--- config.mk ---
export PLATFORM = sky130hd
export DESIGN_NAME = pac_dir_ctrl
export DESIGN_NICKNAME = d
export VERILOG_FILES = /design/src/rtl/pac_pkg.sv /design/src/rtl/pac_edge_pri.sv /design/src/rtl/pac_dir_ctrl.sv
export SDC_FILE = /design/constraint.sdc
export NUM_CORES = 1
export LEC_CHECK = 0
export ABC_AREA = 0
export CAP_MARGIN = 30
export CORE_ASPECT_RATIO = 1.2
export CORE_MARGIN = 4
export CORE_UTILIZATION = 45
export CTS_CLUSTER_SIZE = 40
export DETAILED_ROUTE_END_ITERATION = 8
export PLACE_DENSITY = 0.82
export SETUP_SLACK_MARGIN = 0.02
export SYNTH_ARGS = -nofsm -noshare
export SYNTH_HDL_FRONTEND = slang
export SYNTH_SLANG_ARGS = --single-unit
--- constraint.sdc ---
create_clock -name clk -period 1.9 [get_ports clk]
set_clock_uncertainty 0.2 [all_clocks]
set_input_delay 0.38 -clock clk [delete_from_list [all_inputs] [get_ports clk]]
set_output_delay 0.38 -clock clk [all_outputs]
set_load 0.03 [all_outputs]
--- src/rtl/pac_pkg.sv ---
// Shared types and defaults for the Pac-Man direction controller.
// Direction encodings, FSM state type and the default request lifetime.
package pac_pkg;

  typedef enum logic [1:0] {
    DIR_UP    = 2'd0,
    DIR_DOWN  = 2'd1,
    DIR_LEFT  = 2'd2,
    DIR_RIGHT = 2'd3
  } dir_t;

  typedef enum logic {
    ST_IDLE   = 1'b0,
    ST_MOVING = 1'b1
  } state_t;

  localparam int PEND_TICKS_DEF = 8;

endpackage

--- src/rtl/pac_edge_pri.sv ---
// Button press detector: per-button rising edge plus fixed priority
// UP > DOWN > LEFT > RIGHT, yielding at most one press per cycle.
module pac_edge_pri
  import pac_pkg::*;
(
  input  logic       clk,
  input  logic       rst,
  input  logic [3:0] lvl_i,        // [0]=up [1]=down [2]=left [3]=right
  output logic       press_valid_o,
  output dir_t       press_dir_o
);

  logic [3:0] prev_q;
  logic [3:0] rise;

  // Previous levels reset high so a button held through reset is not a press.
  always_ff @(posedge clk) begin
    if (rst) begin
      prev_q <= 4'b1111;
    end else begin
      prev_q <= lvl_i;
    end
  end

  generate
    for (genvar gi = 0; gi < 4; gi++) begin : g_rise
      assign rise[gi] = lvl_i[gi] & ~prev_q[gi];
    end
  endgenerate

  always_comb begin
    press_valid_o = |rise;
    press_dir_o   = DIR_RIGHT;
    if (rise[0]) begin
      press_dir_o = DIR_UP;
    end else if (rise[1]) begin
      press_dir_o = DIR_DOWN;
    end else if (rise[2]) begin
      press_dir_o = DIR_LEFT;
    end
  end

endmodule

--- src/rtl/pac_dir_ctrl.sv ---
// Pac-Man heading controller: buffers a turn request with a limited lifetime
// and resolves it against maze walls on each move tick.
module pac_dir_ctrl
  import pac_pkg::*;
#(
  parameter int PEND_TICKS = PEND_TICKS_DEF
) (
  input  logic       clk,
  input  logic       rst,
  input  logic       btn_up,
  input  logic       btn_down,
  input  logic       btn_left,
  input  logic       btn_right,
  input  logic       move_tick,
  input  logic       pend_blocked,
  input  logic       cur_blocked,
  output logic [1:0] cur_dir,
  output logic [1:0] pending_dir,
  output logic       pending_valid,
  output logic       moving,
  output logic       step,
  output logic       turn
);

  localparam int LW = $clog2(PEND_TICKS + 1);

  state_t        state_q, state_d;
  dir_t          cur_dir_q, cur_dir_d;
  dir_t          pend_dir_q, pend_dir_d;
  logic          pend_valid_q, pend_valid_d;
  logic [LW-1:0] life_q, life_d;
  logic          step_q, step_d;
  logic          turn_q, turn_d;

  logic          press_valid;
  dir_t          press_dir;
  logic          consume;

  pac_edge_pri u_edge_pri (
    .clk           (clk),
    .rst           (rst),
    .lvl_i         ({btn_right, btn_left, btn_down, btn_up}),
    .press_valid_o (press_valid),
    .press_dir_o   (press_dir)
  );

  assign consume = move_tick & pend_valid_q & ~pend_blocked;

  always_ff @(posedge clk) begin
    if (rst) begin
      state_q      <= ST_IDLE;
      cur_dir_q    <= DIR_LEFT;
      pend_dir_q   <= DIR_LEFT;
      pend_valid_q <= 1'b0;
      life_q       <= '0;
      step_q       <= 1'b0;
      turn_q       <= 1'b0;
    end else begin
      state_q      <= state_d;
      cur_dir_q    <= cur_dir_d;
      pend_dir_q   <= pend_dir_d;
      pend_valid_q <= pend_valid_d;
      life_q       <= life_d;
      step_q       <= step_d;
      turn_q       <= turn_d;
    end
  end

  always_comb begin
    state_d = state_q;
    if (consume) begin
      state_d = ST_MOVING;
    end else if (move_tick && state_q == ST_MOVING && cur_blocked) begin
      state_d = ST_IDLE;
    end
  end

  always_comb begin
    cur_dir_d    = cur_dir_q;
    pend_dir_d   = pend_dir_q;
    pend_valid_d = pend_valid_q;
    life_d       = life_q;
    step_d       = 1'b0;
    turn_d       = 1'b0;
    if (consume) begin
      cur_dir_d    = pend_dir_q;
      pend_valid_d = 1'b0;
      life_d       = '0;
      step_d       = 1'b1;
      turn_d       = 1'b1;
    end else if (move_tick) begin
      // A blocked request ages; the tick that sees life==1 retires it.
      if (pend_valid_q) begin
        if (life_q <= LW'(1)) begin
          pend_valid_d = 1'b0;
        end
        if (life_q != '0) begin
          life_d = life_q - LW'(1);
        end
      end
      if (state_q == ST_MOVING && !cur_blocked) begin
        step_d = 1'b1;
      end
    end
    // A fresh press lands after the tick decision and wins over any clear.
    if (press_valid) begin
      pend_dir_d   = press_dir;
      pend_valid_d = 1'b1;
      life_d       = LW'(PEND_TICKS);
    end
  end

  always_comb begin
    cur_dir       = cur_dir_q;
    pending_dir   = pend_dir_q;
    pending_valid = pend_valid_q;
    moving        = (state_q == ST_MOVING);
    step          = step_q;
    turn          = turn_q;
  end

endmodule

==> metrics.md, run 1 <==
| Metric | Value |
|---|---|
| CP bufs+invs | `1` |
| GRT Overall Usage | `between 10% and 20%` |
| Final setup viols | `0` |
| Worst hold path class | `reg2reg` |
| Sequential fraction of the synthesis area | `a little under half` |
| Routed wire per std cell | `11.16 µm` |
| Placed cell areas | `917.1 µm²` |
| Fmax | `0.5452 GHz` |
| Tcrit/Tclk final | `between 90% and 100%` |
| Hold slack final | `~0.29 ns` |
| Number of max-cap violations | `0` |
| H-tree Lvls | `1` |
| Vias in the first global route | `around 570` |
| Crit path max-delay family | `buffers and inverters` |
| I/O pins | `17` |
| RSZ-0062 raised after global routing | `no` |
| CP max stage cell | `clkdlybuf4s50_1` |
| Largest net degree at the start of global routing | `14` |
| Slew headroom | `around 79%` |
| Leakage | `0.4266 nW` |
| Num CTS Buffers | `3` |
| Starting Density | `a little under half` |
| Most common cell after layout, fill and taps aside | `dfxtp_1` |
| Reg clk slew, reported paths | `~0.090 ns` |
| Setup tns final | `0 ns` |
| Max VDD drop | `0.3558 mV` |
| Status | `complete, no violations` |
| CTS tree | `yes` |
| # Post-CTS Setup Buffers | `0` |
| Area Growth Syn to Fin | `36.19%` |
| Share of layout cells above drive strength 1 | `a little over a quarter` |
| Die X | `44.06 µm` |
| Routed Wire Length | `1261 µm` |
| WP data arrival | `1.25 ns` |
| Gpl congestion | `a little under 0.7` |
| Final hold vios | `0` |
| Cell row count | `15` |
| Worst slew pin tran | `about 0.32 ns` |
| Worst-Skew Late Latency | `0.28 ns` |
| Number of diodes | `0` |
| CTS Buffer Depth | `2` |
| Synthesized flop and latch total | `16` |
| Cell variety after synth | `28` |
| Max incr delay on CP | `0.66 ns` |
| Pwr dens | `~740 nW/µm²` |
| # hold bufs at CTS | `0` |
| CTS Root Cell | `clkbuf_4` |
| Max Fanout on Critical Path | `1` |
| Cts repair resizes | `4` |
| I/O Buffers | `16` |
| Design Area, Final | `955.9 µm²` |
| Syn Inst Count | `72` |
| Setup CP Type | `reg2out` |
| Antenna viol nets, final | `0` |
| Crit end category | `primary output` |
| CP Launch Type | `register` |
| Post-synthesis instance area | `roughly 700 µm²` |
| Placed cell count | `approximately 110` |
| Global route overflow | `0` |
| Crit path cell chain | `clkdlybuf4s50_1` |
| Pins Over Slew Limit | `0` |
| Remaining DRCs | `0` |
| Final min period | `roughly 1.8 ns` |
| Initial antenna violation count | `0` |
| DR vias/cell | `roughly 5` |
| Initial DRC count | `5` |
| Via count | `roughly 560` |
| Data required time of the worst path | `~1.3 ns` |
| First-pass GRT wire length | `2180 µm` |
| Most frequent cells in the layout | `dfxtp_1 (16), clkdlybuf4s50_1 (9), a21oi_1 (7), nor2_1 (7), buf_4 (5)` |
| Core ar. | `about 1500 µm²` |
| Detailed Place HPWL | `1011 µm` |
| Mean Syn Cell Area | `around 10 µm²` |
| Die area | `2258 µm²` |
| Pre-antenna DRT Iters | `2` |
| Final Total Pwr | `roughly 0.00071 W` |
| DIE HEIGHT | `51.27 µm` |
| Clock sink count | `16` |
| Cell Count, Final, Fillers Out | `roughly 110` |
| Syn Nets | `between 80 and 90` |
| Fin nets | `109` |
| YS warnings | `0` |
## final cells by class
type / count / area (µm²)
Multi-Input combinational cell: 51 / 362.8
Tap cell: 17 / 21.27
Clock buffer: 4 / 36.28
Inverter: 4 / 15.01
Timing Repair Buffer: 21 / 200.2
Fill cell: 126 / 508.0
Sequential cell: 16 / 320.3
## final timing paths
kind	start	end	slack [ns]	cells past startpoint
hold / removal	pending_dir[0]	cur_dir[0]	0.29	2
setup / recovery	step	step	0.07	1
hold reg to reg	pending_dir[0]	cur_dir[0]	0.29	2
setup reg to reg	life_q[0]	pending_valid	0.39	5
## layer usage
layer | share of wire, % | up-vias | global-route usage, %
met4 | 2.0 | 0 | 8.543
met2 | 51 | 14 | 22.33
met5 | 0 | - | 0
met1 | 40 | 249 | 13.58
li1 | - | 289 | -
met3 | 6.6 | 4 | 2.113
## sequential cells by signal (all words and copies together), names as in the netlist
name / flops
pending_valid: 1
cur_dir: 2
moving: 1
turn: 1
u_edge_pri.prev_q: 4
pending_dir: 2
life_q: 4
step: 1
## cell families (layout without fill, tap and decap cells)
group | after synthesis | in the layout | synth area share, %
buf+inv | 5 | 29 | 2.673
simple gates | 30 | 30 | 28.34
xor+xnor | 2 | 2 | 2.496
fa+ha+maj | 3 | 3 | 5.348
compound gates | 15 | 15 | 14.08
mux | 1 | 1 | 1.426
flops | 16 | 16 | 45.63
## cells in the mapped netlist
| library cell | instances | area share (%) |
|---|---|---|
| dfxtp_1 | 16 | 46 |
| a21oi_1 | 7 | 5.0 |
| nor2_1 | 7 | 3.7 |
| inv_1 | 4 | 2.1 |
| or2_2 | 4 | 3.6 |
| ha_1 | 3 | 5.3 |
| nand2_1 | 3 | 1.6 |
| nand2b_2 | 3 | 3.7 |
| nand2b_1 | 2 | 1.8 |
| nand3_1 | 2 | 1.4 |
| nor3_1 | 2 | 1.4 |
| o21ai_0 | 2 | 1.4 |
| xnor2_1 | 2 | 2.5 |
| a211o_2 | 1 | 1.4 |
| a211oi_1 | 1 | 1.1 |
| a211oi_2 | 1 | 1.8 |
| a21oi_2 | 1 | 1.2 |
| a31o_2 | 1 | 1.2 |
| a31oi_1 | 1 | 0.89 |
| clkbuf_1 | 1 | 0.53 |
| mux2i_1 | 1 | 1.4 |
| nand2_4 | 1 | 1.6 |
| nand3b_1 | 1 | 1.1 |
| nand4_4 | 1 | 3.0 |
| nor2_4 | 1 | 1.6 |
| nor2b_1 | 1 | 0.89 |
| or2b_2 | 1 | 1.2 |
| or3_4 | 1 | 1.6 |
## power breakdown
group,leakage (nW),switching (W),internal (W)
clock network,0.0210,0.000103,0.000117
registers,0.131,0.00000780,0.000351
logic,0.274,0.0000653,0.0000637
total,0.427,0.000176,0.000532
## metrics by stage
stage                     util [%]  setup slack (ns)
after floorplan                  -            0.4319
after global placement       62.65           0.06942
after detailed placement     62.65           0.03238
after CTS                    64.79           0.02727
after global routing         65.30           0.02355
final                        65.30           0.06592
(Power assumes the default switching activity.)
==> inputs of run 2 (changes only) <==
GPL_ROUTABILITY_DRIVEN = 0   (was unset)
==> results of run 2 <==
The final DEF is identical to that of run 1; final timing and power are the same.
==> RTL edit 1, RTL diff (config.mk and constraints of run 1) <==
Set the package constant `PEND_TICKS_DEF` to 16 (it was 8).
--- a/src/rtl/pac_pkg.sv
+++ b/src/rtl/pac_pkg.sv
@@ -14,7 +14,7 @@
     ST_MOVING = 1'b1
   } state_t;
 
-  localparam int PEND_TICKS_DEF = 8;
+  localparam int PEND_TICKS_DEF = 16;
 
 endpackage
 
Check against the original RTL: same outputs for any inputs over 10 cycles, from zero or initial values and one cycle with rst high; that may be too few to reach the edited logic, so the function may still have changed.
==> RTL edit 1 against run 1 <==
  * Power fell by 2.3%
  * Synthesized cell count rose by 4.2%
  * Critical path depth rose by 3
  * Wire length rose by 26%
  * Worst setup slack got worse by 1.7 ps
  * Utilization rose by 3.1 points
  * Design area rose by 6.2%
  * Register-to-register slack got worse by 290 ps
  * Critical path type is now input pin to flop
  * Area after synthesis rose by 3.0%
  * Largest cell class unchanged
  * Sequential cell count rose by 1
  * Critical endpoint is now life_q[0]
==> RTL edit 1: results <==
[min_path]
hold_depth = 2
whs_endpoint = "moving"
hp-class = "flop to flop"
hp-start = "moving"

[clock_tree]
clk_pin_slew_worst_paths_ps = 100
htreeDepth = 1
insertion_delay_ps = 280
clk_path_buf_depth = 2
cts-root-buf = "clkbuf_4"
cts_setup_buffers = 0
numCtsBuffers = 3

[power]
p_leak_nw = 0.434
vdd_drop_max_mv = 0.454

[worst_setup_path]
worstReg2RegEnd = "life_q[3]"
critPathArrivalTime_ps = 1790
crit_fanout = 5
r2r_start = "life_q[3]"
r2r_cells = 3
r2r_slack_ps = 100

[routing]
drt_first_iter_violations = 9
firstDrtPassIters = 4
vias = 655
wl_per_cell_um = 13.4

[synth]
synth_common_cells = "17 x dfxtp_1, 6 x nand2b_1, 5 x a21oi_1"
async_reset_ff_frac = 0
yosysWarnings = 0
synth_area_leaders = "dfxtp_1 47%, nand2b_1 5.2%, a2111oi_0 3.6%, a21oi_1 3.5%, ha_1 3.5%"
synth.net_count = 86
seq_area_frac_synth = 0.471
synth_cell_types = 28

[placement]
postPlaceCellArea_um2 = 961
hpwl_um = 1210
io_buffers = 16
place_congestion = 0.807
post-place-ws_ps = -199

[global_route]
grt_pass1_vias = 669
grtUsageTotal = 0.150
grt_pass1_wl_um = 2620
antenna_found_initial = 0
grt_max_degree = 15

[final_layout]
top_regs = "life_q: 5 flops, u_edge_pri.prev_q: 4 flops"
nets = 114
drive_gt1_frac = 0.235
diodes = 0
fill_cells = 143

[timing]
maxSlewHeadroom = 0.678

[status]
status = "completed"
## RTL edit 1: cell count changes after synthesis, sizes merged, moves of 2 or more
cell     delta
a2111oi     +4
a211oi      -2
a21oi       -3
nor2        -4
nor3        -2
o311ai      +2
or3         +3
xnor2       -2
## RTL edit 1: repair_timing
item	4_1_cts	5_1_grt
pin swaps	0	1
endpoints found under the setup margin	9	6
gates resized for setup	9	8
hold buffers	0	0
## RTL edit 1: final cells by class
type | count | area (um2) | share of cell area
Clock buffer | 3 | 22.5 | 0.0222
Clock inverter | 1 | 5.00 | 0.00493
Inverter | 3 | 11.3 | 0.0111
Multi-Input combinational cell | 54 | 390 | 0.385
Sequential cell | 17 | 347 | 0.342
Tap cell | 17 | 21.3 | 0.0210
Timing Repair Buffer | 24 | 218 | 0.215
## RTL edit 1: cells by family (layout without fill, tap and decap cells)
kind of cell / count (synthesis) / in the layout / synth area share
and+or+nand+nor: 33 / 33 / 0.273
AOI/OAI and AO/OA: 18 / 18 / 0.187
DFF: 17 / 17 / 0.471
buffers and inverters: 4 / 31 / 0.0208
adders and majority gates: 2 / 2 / 0.0346
muxes: 1 / 1 / 0.0138
## RTL edit 1: worst max-delay path, stage by stage
cell             delay, ps
clkdlybuf4s50_1        520
nand2_1                140
or3_1                  370
a2111oi_0              380
## RTL edit 1: worst max path at each step
stage                    from            end  slack (ps)  cells after the start
global route        move_tick      life_q[1]          30                      4
CTS                 life_q[1]      life_q[3]          30                      5
global placement    move_tick  pending_valid        -170                      4
finish              move_tick      life_q[0]          60                      4
detailed placement  move_tick  pending_valid        -200                      4
floorplan           life_q[0]      life_q[3]         130                      5
## RTL edit 1: routing by layer
layer / vias to the layer above / wire length [um] / GRT usage
li1: 336 / - / -
met1: 307 / 693 / 0.156
met2: 10 / 831 / 0.294
met3: 2 / 60 / 0.0208
met4: 0 / 10 / 0.0452
met5: - / 0 / 0
## RTL edit 1: where the power goes
| part | leakage, nW | switching [W] | internal [W] |
|---|---|---|---|
| combinational | 0.275 | 0.0000606 | 0.0000631 |
| sequential | 0.141 | 0.0000135 | 0.000372 |
| clock | 0.0177 | 0.000104 | 0.0000780 |
| total | 0.434 | 0.000178 | 0.000513 |
## RTL edit 1: stage by stage
stage / utilization / instances / hold slack, ps / setup TNS [ps]
final: 0.684 / 119 / 276 / 0
after CTS: 0.668 / 119 / 278 / 0
after floorplan: - / 75 / 260 / 0
after detailed placement: 0.648 / 115 / 263 / -857
after global placement: 0.648 / 115 / 254 / -674
after global routing: 0.684 / 119 / 290 / 0
==> RTL edit 2, RTL diff (config.mk and constraints of run 1) <==
Made on the original files. Register the input `btn_right` before use, with the module's reset. The logic sees it one clock later. The other inputs are not delayed to match.
--- a/src/rtl/pac_dir_ctrl.sv
+++ b/src/rtl/pac_dir_ctrl.sv
@@ -24,6 +24,16 @@
 
   localparam int LW = $clog2(PEND_TICKS + 1);
 
+  logic btn_right_q;
+
+  always_ff @(posedge clk) begin
+    if (rst) begin
+      btn_right_q <= '0;
+    end else begin
+      btn_right_q <= btn_right;
+    end
+  end
+
   state_t        state_q, state_d;
   dir_t          cur_dir_q, cur_dir_d;
   dir_t          pend_dir_q, pend_dir_d;
@@ -39,7 +49,7 @@
   pac_edge_pri u_edge_pri (
     .clk           (clk),
     .rst           (rst),
-    .lvl_i         ({btn_right, btn_left, btn_down, btn_up}),
+    .lvl_i         ({btn_right_q, btn_left, btn_down, btn_up}),
     .press_valid_o (press_valid),
     .press_dir_o   (press_dir)
   );
Behaviour: not the same (Yosys sat finds a counterexample within 4 cycles, from zero or initial values and one cycle with rst high).
==> RTL edit 2 against run 1 <==
  * Count of clock-buffer cells in the layout is the same
  * Design area grew 3.4%
  * Worst setup slack gained 140 ps
  * Via count grew 5.4%
  * Final cell count grew 0.88%
  * Power shrank 0.48%
  * Area after synthesis grew 7.8%
  * Wire length grew 7.9%
  * Sequential cell count grew 1
  * Critical path type unchanged
==> RTL edit 2: results <==
[status]
status = "completed"

[clock_tree]
ctsResizeCount = 6
clk_path_buf_depth = 2
insertion_delay_ps = 290
cts-root-buf = "clkbuf_4"
htreeDepth = 1
cts_setup_buffers = 0
numCtsBuffers = 3

[worst_setup_path]
critPathSlowestCell = "dlygate4sd2_1"
worstReg2RegEnd = "life_q[1]"
r2r_slack_ps = 410
critPathArrivalTime_ps = 1120
crit_path_max_incr_delay_ps = 420
crit_family = "buffers and inverters"
crit_fanout = 4
r2r_start = "life_q[0]"

[global_route]
grt_pass1_wl_um = 2430
grt_max_degree = 15
grtUsageTotal = 0.139
grt_pass1_vias = 586

[timing]
maxSlewHeadroom = 0.788
hold_slack_ps = 268

[placement]
place_congestion = 0.784
hpwl_um = 1020
io_buffers = 16

[routing]
firstDrtPassIters = 4
drt_first_iter_violations = 3
vias_per_cell = 5.14
wirelength_um = 1360

[final_layout]
top_regs = "life_q: 4 flops, u_edge_pri.prev_q: 4 flops"
nets = 110
drive_gt1_frac = 0.196
diodes = 0

[synth]
yosysWarnings = 0
synth_common_cells = "17 x dfxtp_1, 7 x a21oi_1, 6 x nor2_1"
synth_cell_types = 29
synth.net_count = 86
async_reset_ff_frac = 0
seq_area_frac_synth = 0.450
synth_area_leaders = "dfxtp_1 45%, nand2b_4 7.3%, ha_1 5.0%, a21oi_1 4.6%, or2_1 3.3%"

[min_path]
hp-start = "pending_dir[0]"
whs_endpoint = "cur_dir[0]"

[power]
vdd_drop_max_mv = 0.436
p_leak_nw = 0.437
[RTL edit 2: final cells by class]
type | instances | area [um2]
multi-input combinational | 51 | 394
inverter | 5 | 18.8
sequential | 17 | 340
tap | 17 | 21.3
fill | 132 | 532
timing repair buffer | 20 | 188
clock buffer | 4 | 26.3
[RTL edit 2: cell families after synthesis]
kind of cell	share of synthesized area
adders and majority gates	0.0496
AOI/OAI and AO/OA	0.149
muxes	0.0132
xor gates and xnor gates	0.0231
and+or+nand+nor	0.286
DFF	0.450
buffers and inverters	0.0297
[RTL edit 2: power breakdown]
part	switching (W)	internal [W]	total, W	leakage, nW
combinational	0.0000649	0.0000649	0.000130	0.282
clock	0.000108	0.0000817	0.000190	0.0150
sequential	0.0000109	0.000374	0.000385	0.140
total	0.000184	0.000520	0.000704	0.437
[RTL edit 2: metal layers]
metal / track usage / share of wire
met3: 0.0204 / 0.071
met5: 0 / 0
met4: 0.0878 / 0.032
met1: 0.171 / 0.41
met2: 0.221 / 0.48
[RTL edit 2: metrics by stage]
step / setup WS, ps / util / std cells / instance area, um2
after floorplan: 423 / - / 74 / 757
after global placement: 58.9 / 0.635 / 110 / 965
after detailed placement: 36.4 / 0.635 / 110 / 965
after CTS: 27.1 / 0.647 / 114 / 983
after global routing: 158 / 0.650 / 114 / 988
final: 202 / 0.650 / 114 / 988
[RTL edit 2: worst max path at each step]
stage | from | end | slack (ps)
2_1_floorplan | pending_valid | cur_dir[1] | 420
3_3_place_gp | btn_up | life_q[1] | 60
3_5_place_dp | btn_up | life_q[1] | 40
4_1_cts | turn | turn | 30
5_1_grt | pending_valid | pending_valid | 160
6_report | pending_valid | pending_valid | 200
